File: src/rtl/delay_timer_pkg.sv
// Shared constants for the serial-programmed delay timer: state encodings
// and the default prescaler length.
package delay_timer_pkg;

  localparam int CYCLES_PER_UNIT_DEF = 1000;

  typedef logic [3:0] state_t;

  // SEARCH sub-states, SHIFT phases, then the timing states.
  localparam logic [3:0] ST_S0       = 4'd0;
  localparam logic [3:0] ST_S1       = 4'd1;
  localparam logic [3:0] ST_S11      = 4'd2;
  localparam logic [3:0] ST_S110     = 4'd3;
  localparam logic [3:0] ST_B0       = 4'd4;
  localparam logic [3:0] ST_B1       = 4'd5;
  localparam logic [3:0] ST_B2       = 4'd6;
  localparam logic [3:0] ST_B3       = 4'd7;
  localparam logic [3:0] ST_COUNT    = 4'd8;
  localparam logic [3:0] ST_WAIT_ACK = 4'd9;

endpackage

File: src/rtl/unit_prescaler.sv
// Free-running cycle prescaler: counts 0..CYCLES_PER_UNIT-1 while enabled
// and flags the last cycle of each unit.
module unit_prescaler
  import delay_timer_pkg::*;
#(
  parameter int CYCLES_PER_UNIT = CYCLES_PER_UNIT_DEF
) (
  input  logic clk,
  input  logic reset,
  input  logic en_i,
  input  logic clr_i,
  output logic tc_o
);

  localparam int W = (CYCLES_PER_UNIT > 1) ? $clog2(CYCLES_PER_UNIT) : 1;
  localparam logic [W-1:0] LAST = W'(CYCLES_PER_UNIT - 1);

  logic [W-1:0] cnt_q, cnt_d;

  assign tc_o = en_i && (cnt_q == LAST);

  // The terminal count folds back to zero so the counter never passes LAST.
  always_comb begin
    cnt_d = cnt_q;
    if (clr_i) begin
      cnt_d = '0;
    end else if (en_i) begin
      cnt_d = tc_o ? '0 : cnt_q + 1'b1;
    end
  end

  always_ff @(posedge clk or posedge reset) begin
    if (reset) begin
      cnt_q <= '0;
    end else begin
      cnt_q <= cnt_d;
    end
  end

endmodule

File: src/rtl/delay_timer.sv
// Delay timer: finds 1101 on the serial input, loads a 4-bit delay MSB first,
// runs for (delay+1) units, then holds done until acknowledged.
module delay_timer
  import delay_timer_pkg::*;
#(
  parameter int CYCLES_PER_UNIT = CYCLES_PER_UNIT_DEF
) (
  input  logic       clk,
  input  logic       reset,
  input  logic       data,
  input  logic       ack,
  output logic [3:0] count,
  output logic       counting,
  output logic       done,
  output logic [3:0] dbg_state_o
);

  state_t     state_q, state_d;
  logic [3:0] delay_q, delay_d;
  logic       unit_tc;

  unit_prescaler #(
    .CYCLES_PER_UNIT(CYCLES_PER_UNIT)
  ) u_prescaler (
    .clk   (clk),
    .reset (reset),
    .en_i  (state_q == ST_COUNT),
    .clr_i (state_q == ST_B3),
    .tc_o  (unit_tc)
  );

  always_comb begin
    state_d = state_q;
    delay_d = delay_q;
    case (state_q)
      ST_S0:   state_d = data ? ST_S1   : ST_S0;
      ST_S1:   state_d = data ? ST_S11  : ST_S0;
      ST_S11:  state_d = data ? ST_S11  : ST_S110;
      ST_S110: state_d = data ? ST_B0   : ST_S0;
      ST_B0: begin
        delay_d = {delay_q[2:0], data};
        state_d = ST_B1;
      end
      ST_B1: begin
        delay_d = {delay_q[2:0], data};
        state_d = ST_B2;
      end
      ST_B2: begin
        delay_d = {delay_q[2:0], data};
        state_d = ST_B3;
      end
      ST_B3: begin
        delay_d = {delay_q[2:0], data};
        state_d = ST_COUNT;
      end
      // The delay register doubles as the down-counter of remaining units.
      ST_COUNT: begin
        if (unit_tc) begin
          if (delay_q != 4'd0) begin
            delay_d = delay_q - 4'd1;
          end else begin
            state_d = ST_WAIT_ACK;
          end
        end
      end
      ST_WAIT_ACK: begin
        if (ack) begin
          state_d = ST_S0;
        end
      end
      default: begin
        state_d = ST_S0;
        delay_d = 4'd0;
      end
    endcase
  end

  always_ff @(posedge clk or posedge reset) begin
    if (reset) begin
      state_q <= ST_S0;
      delay_q <= 4'd0;
    end else begin
      state_q <= state_d;
      delay_q <= delay_d;
    end
  end

  assign counting    = (state_q == ST_COUNT);
  assign done        = (state_q == ST_WAIT_ACK);
  assign count       = counting ? delay_q : 4'd0;
  assign dbg_state_o = state_q;

endmodule

File: config.mk
export PLATFORM = sky130hd
export DESIGN_NAME = delay_timer
export DESIGN_NICKNAME = d
export VERILOG_FILES = /design/src/rtl/delay_timer_pkg.sv /design/src/rtl/unit_prescaler.sv /design/src/rtl/delay_timer.sv
export SDC_FILE = /design/constraint.sdc
export NUM_CORES = 1
export LEC_CHECK = 0
export BUFFER_PORTS_ARGS = -buffer_cell sky130_fd_sc_hd__buf_2
export CORE_ASPECT_RATIO = 1.25
export CORE_MARGIN = 5
export CORE_UTILIZATION = 38
export CTS_CLUSTER_DIAMETER = 60
export CTS_CLUSTER_SIZE = 30
export DETAILED_ROUTE_END_ITERATION = 8
export PLACE_DENSITY = 0.56
export SLEW_MARGIN = 10
export SYNTH_ARGS = -nofsm -noshare
export SYNTH_HDL_FRONTEND = slang
export SYNTH_SLANG_ARGS = --single-unit
File: constraint.sdc
create_clock -name clk -period 3.4 [get_ports clk]
set_input_delay 0.17 -clock clk [delete_from_list [all_inputs] [get_ports clk]]
set_output_delay 0.17 -clock clk [all_outputs]
set_load 0.01 [all_outputs]
==> summary.md <==
| Metric | Value |
|---|---|
| Status | finished clean |
| Leak | 0.5399 nW |
| Reg-to-reg setup timing slack | 1110 ps |
| Area occupied by multi-input gates | 564.3 sq um |
| Synth Area in Adders | 0.03513 |
| Critical path class | flop to flop |
| Final Hold Slack | 144.6 ps |
| # rows | 21 |
| Top Ports | 14 |
| Post-DP Area | 0.001141 sq mm |
| Pwr Density | 598.4 mW/mm^2 |
| Critical path arrival | 2460 ps |
| Die area | 0.003979 sq mm |
| CP max-delay cell | a31oi_1 |
| Initial antenna violation count | 0 |
| Max_cap viols | 0 |
| Clock-pin slew on the worst setup and hold paths | 100 ps |
| HP Start | ack |
| DRT iter0 DRCs | 19 |
| Slew @ Worst Pin | 891.6 ps |
| RSZ-0062 raised after global routing | no |
| Mean Syn Cell Area | 8.979 sq um |
| Sequential cell area | 450.4 sq um |
| Register area share after synthesis | 0.4215 |
| Grt ovf | 0 |
| Largest net degree at the start of global routing | 19 |
| Post-synthesis xor/xnor area fraction | 0.02459 |
| Detailed Place HPWL | 1.733 mm |
| Clock period minus final worst setup slack | 2294 ps |
| Clock Root Buffer | clkbuf_4 |
| Hold path depth | 3 |
| Final Hold Vio Count | 0 |
| Drt drc | 0 |
| Post-Syn Area | 0.001069 sq mm |
| Max Slew Vio Count | 0 |
| Layout cells sized above 1 | 0.1603 |
| WL/cell | 14.04 microns |
| Worst setup SP type | flop |
| Core Area | 0.002680 sq mm |
| Vias in the first global route | 889 |
| Compound-Gate Fraction of Synth Area | 0.2073 |
| Place WS | 1076 ps |
| Syn. warnings | 0 |
| Hold Path Class | primary input to flop |
| Post-CTS Setup Repair Bufs | 0 |
| Final number of setup-violating endpoints | 0 |
| Number of cells on the worst reg-to-reg path | 4 |
| CTS Sinks | 18 |
| Final #Nets | 140 |
| GPL Wtd Cong | 0.7741 |
| Detailed Route WL | 2.317 mm |
| Antenna diodes | 0 |
| Synthesized flop and latch total | 18 |
| Post-Syn Instances | 119 |
| Post-synth top area share | 0.4215 |
| Die width | 57.43 microns |
| Largest stage delay on the critical path | 680 ps |
| Clock H-tree levels | 1 |
| Die Span Y | 69.29 microns |
| Worst-Skew Late Latency | 290 ps |
| Setup TNS | 0 ps |
| Vias/cell | 5.497 |
| FILL cells | 282 |
| Largest family of logic cells by synthesized area | simple AND/OR/NAND/NOR gates |
| Area Growth Syn to Fin | 9.836% |
| Antenna Nets Post-Route | 0 |
| Initial Util | 0.3987 |
| Port bufs | 13 |
| Global-route wire length before repair | 4.050 mm |
| GRT Util Overall | 0.1270 |
| Worst reg2reg path endpoint | delay_q[3]$_DFFE_PP0P_ |
| Worst slew margin | 0.4028 |
| Post-route clock period utilization | 0.6747 |
| CTS max path bufs | 2 |
| Hold_buf cts | 1 |
| Crit path required time | 3570 ps |
| Post-Syn Nets | 126 |
| Crit-path max FO | 12 |
| CTS tree | built |
| Cell Chain, Critical Path | or4b_4, a31oi_1, or2_2, o211ai_1 |
| Synth area leaders | dfrtp_1, o21ai_0, nand2_1, a21oi_1, ha_1 |
| Setup Skew | 5.925 ps |
| Max VDD drop | 0.2201 mV |
| DR pass1 iterations | 4 |
| Fin area | 0.001174 sq mm |
| FMAX | 0.4360 GHz |
| Netlist cell types | 40 |
| Worst reg2reg startpoint | dbg_state_o[2]$_DFFE_PP0P_ |
| Resize count post-CTS | 0 |
| Cts bufs inserted | 3 |
| PnR worst setup slack | 1106 ps |
| Leading area contributor after synthesis | dfrtp_1 |
| Endpoint type of the worst setup path | flop |
| Multiplexer share of the synthesized area | 0.01054 |
| Worst hold endpoint | dbg_state_o[3]$_DFFE_PP0P_ |
| Via count | 907 |
| Simple-gate share of the synthesized area | 0.2506 |
synth_stat cells, drive strengths merged:
library cell and count:
dfrtp 18, nand2 11, nor2 10, o21ai 9, a21oi 8, nand3 7, inv 5, nand2b 4
o211ai 4, a31oi 3, buf 3, ha 3, or4 3, a22o 2, a22oi 2, and2 2
and3 2, clkbuf 2, or4b 2, xnor2 2, a21o 1, a41oi 1, and4 1, mux2 1
nand3b 1, nand4 1, nor2b 1, nor3 1, nor3b 1, nor4bb 1, o21bai 1, o22a 1
o22ai 1, o31ai 1, o41ai 1, or2 1, xor2 1
worst max path at each step:
stage | startpoint | endpoint | cells past startpoint
after global routing | dbg_state_o[2]$_DFFE_PP0P_ | delay_q[3]$_DFFE_PP0P_ | 4
after floorplan | dbg_state_o[2]$_DFFE_PP0P_ | u_prescaler.cnt_q[7]$_DFFE_PP0P_ | 5
final | dbg_state_o[2]$_DFFE_PP0P_ | delay_q[3]$_DFFE_PP0P_ | 4
after detailed placement | dbg_state_o[2]$_DFFE_PP0P_ | delay_q[3]$_DFFE_PP0P_ | 4
after global placement | dbg_state_o[2]$_DFFE_PP0P_ | delay_q[3]$_DFFE_PP0P_ | 4
after CTS | dbg_state_o[2]$_DFFE_PP0P_ | delay_q[3]$_DFFE_PP0P_ | 4
sequential cells by signal, indices dropped and copies added, names as in the netlist:
register and count:
dbg_state_o 4, u_prescaler.cnt_q 10, delay_q 4
per-layer routing:
layer | GRT usage | vias up | part of all wire
li1 | - | 458 | -
met1 | 0.1584 | 437 | 0.47
met2 | 0.2023 | 10 | 0.49
met3 | 0.02980 | 2 | 0.035
met4 | 0.05928 | 0 | 0.0091
met5 | 0 | - | 0
kinds of logic after synthesis:
group | Yosys count
adder cells (fa/ha/maj) | 3
AND/OR/NAND/NOR | 49
flip-flops | 18
buffers and inverters | 10
multiplexers | 1
XOR/XNOR | 3
AO/OA/AOI/OAI | 35
through the flow:
step | std cells | utilization | total power [mW]
floorplan | 119 | - | 0.5379
global placement | 161 | 0.4258 | 0.6002
detailed placement | 161 | 0.4258 | 0.6026
CTS | 165 | 0.4379 | 0.7120
global route | 165 | 0.4379 | 0.7657
finish | 165 | 0.4379 | 0.7023
final cells by class:
type,instances,share of cell area
Multi-Input combinational cell,91,0.4808
Sequential cell,18,0.3838
Timing Repair Buffer,14,0.06397
Tap cell,34,0.03625
Clock buffer,3,0.01919
Inverter,5,0.01599
cell usage in the layout, fill, tap and decap left out, types with 4 or more instances in the layout:
master,count
dfrtp_1,18
nand2_1,11
nand3_1,7
o211ai_1,4
a21oi_1,8
nand2b_1,4
nor2_1,10
o21ai_0,9
inv_1,4
buf_2,13
where the power goes:
| part | total [mW] | switching [mW] | internal [mW] |
|---|---|---|---|
| Clock | 0.104 | 0.0630 | 0.0411 |
| Sequential | 0.336 | 0.0737 | 0.262 |
| Combinational | 0.262 | 0.141 | 0.122 |
critical path, delay by kind of cell (launching register included):
kind,cells,cell delay [ps]
AOI/OAI and AO/OA,2,780
DFF,1,470
and+or+nand+nor,2,930
No activity file was read; power rests on OpenSTA's default activity.
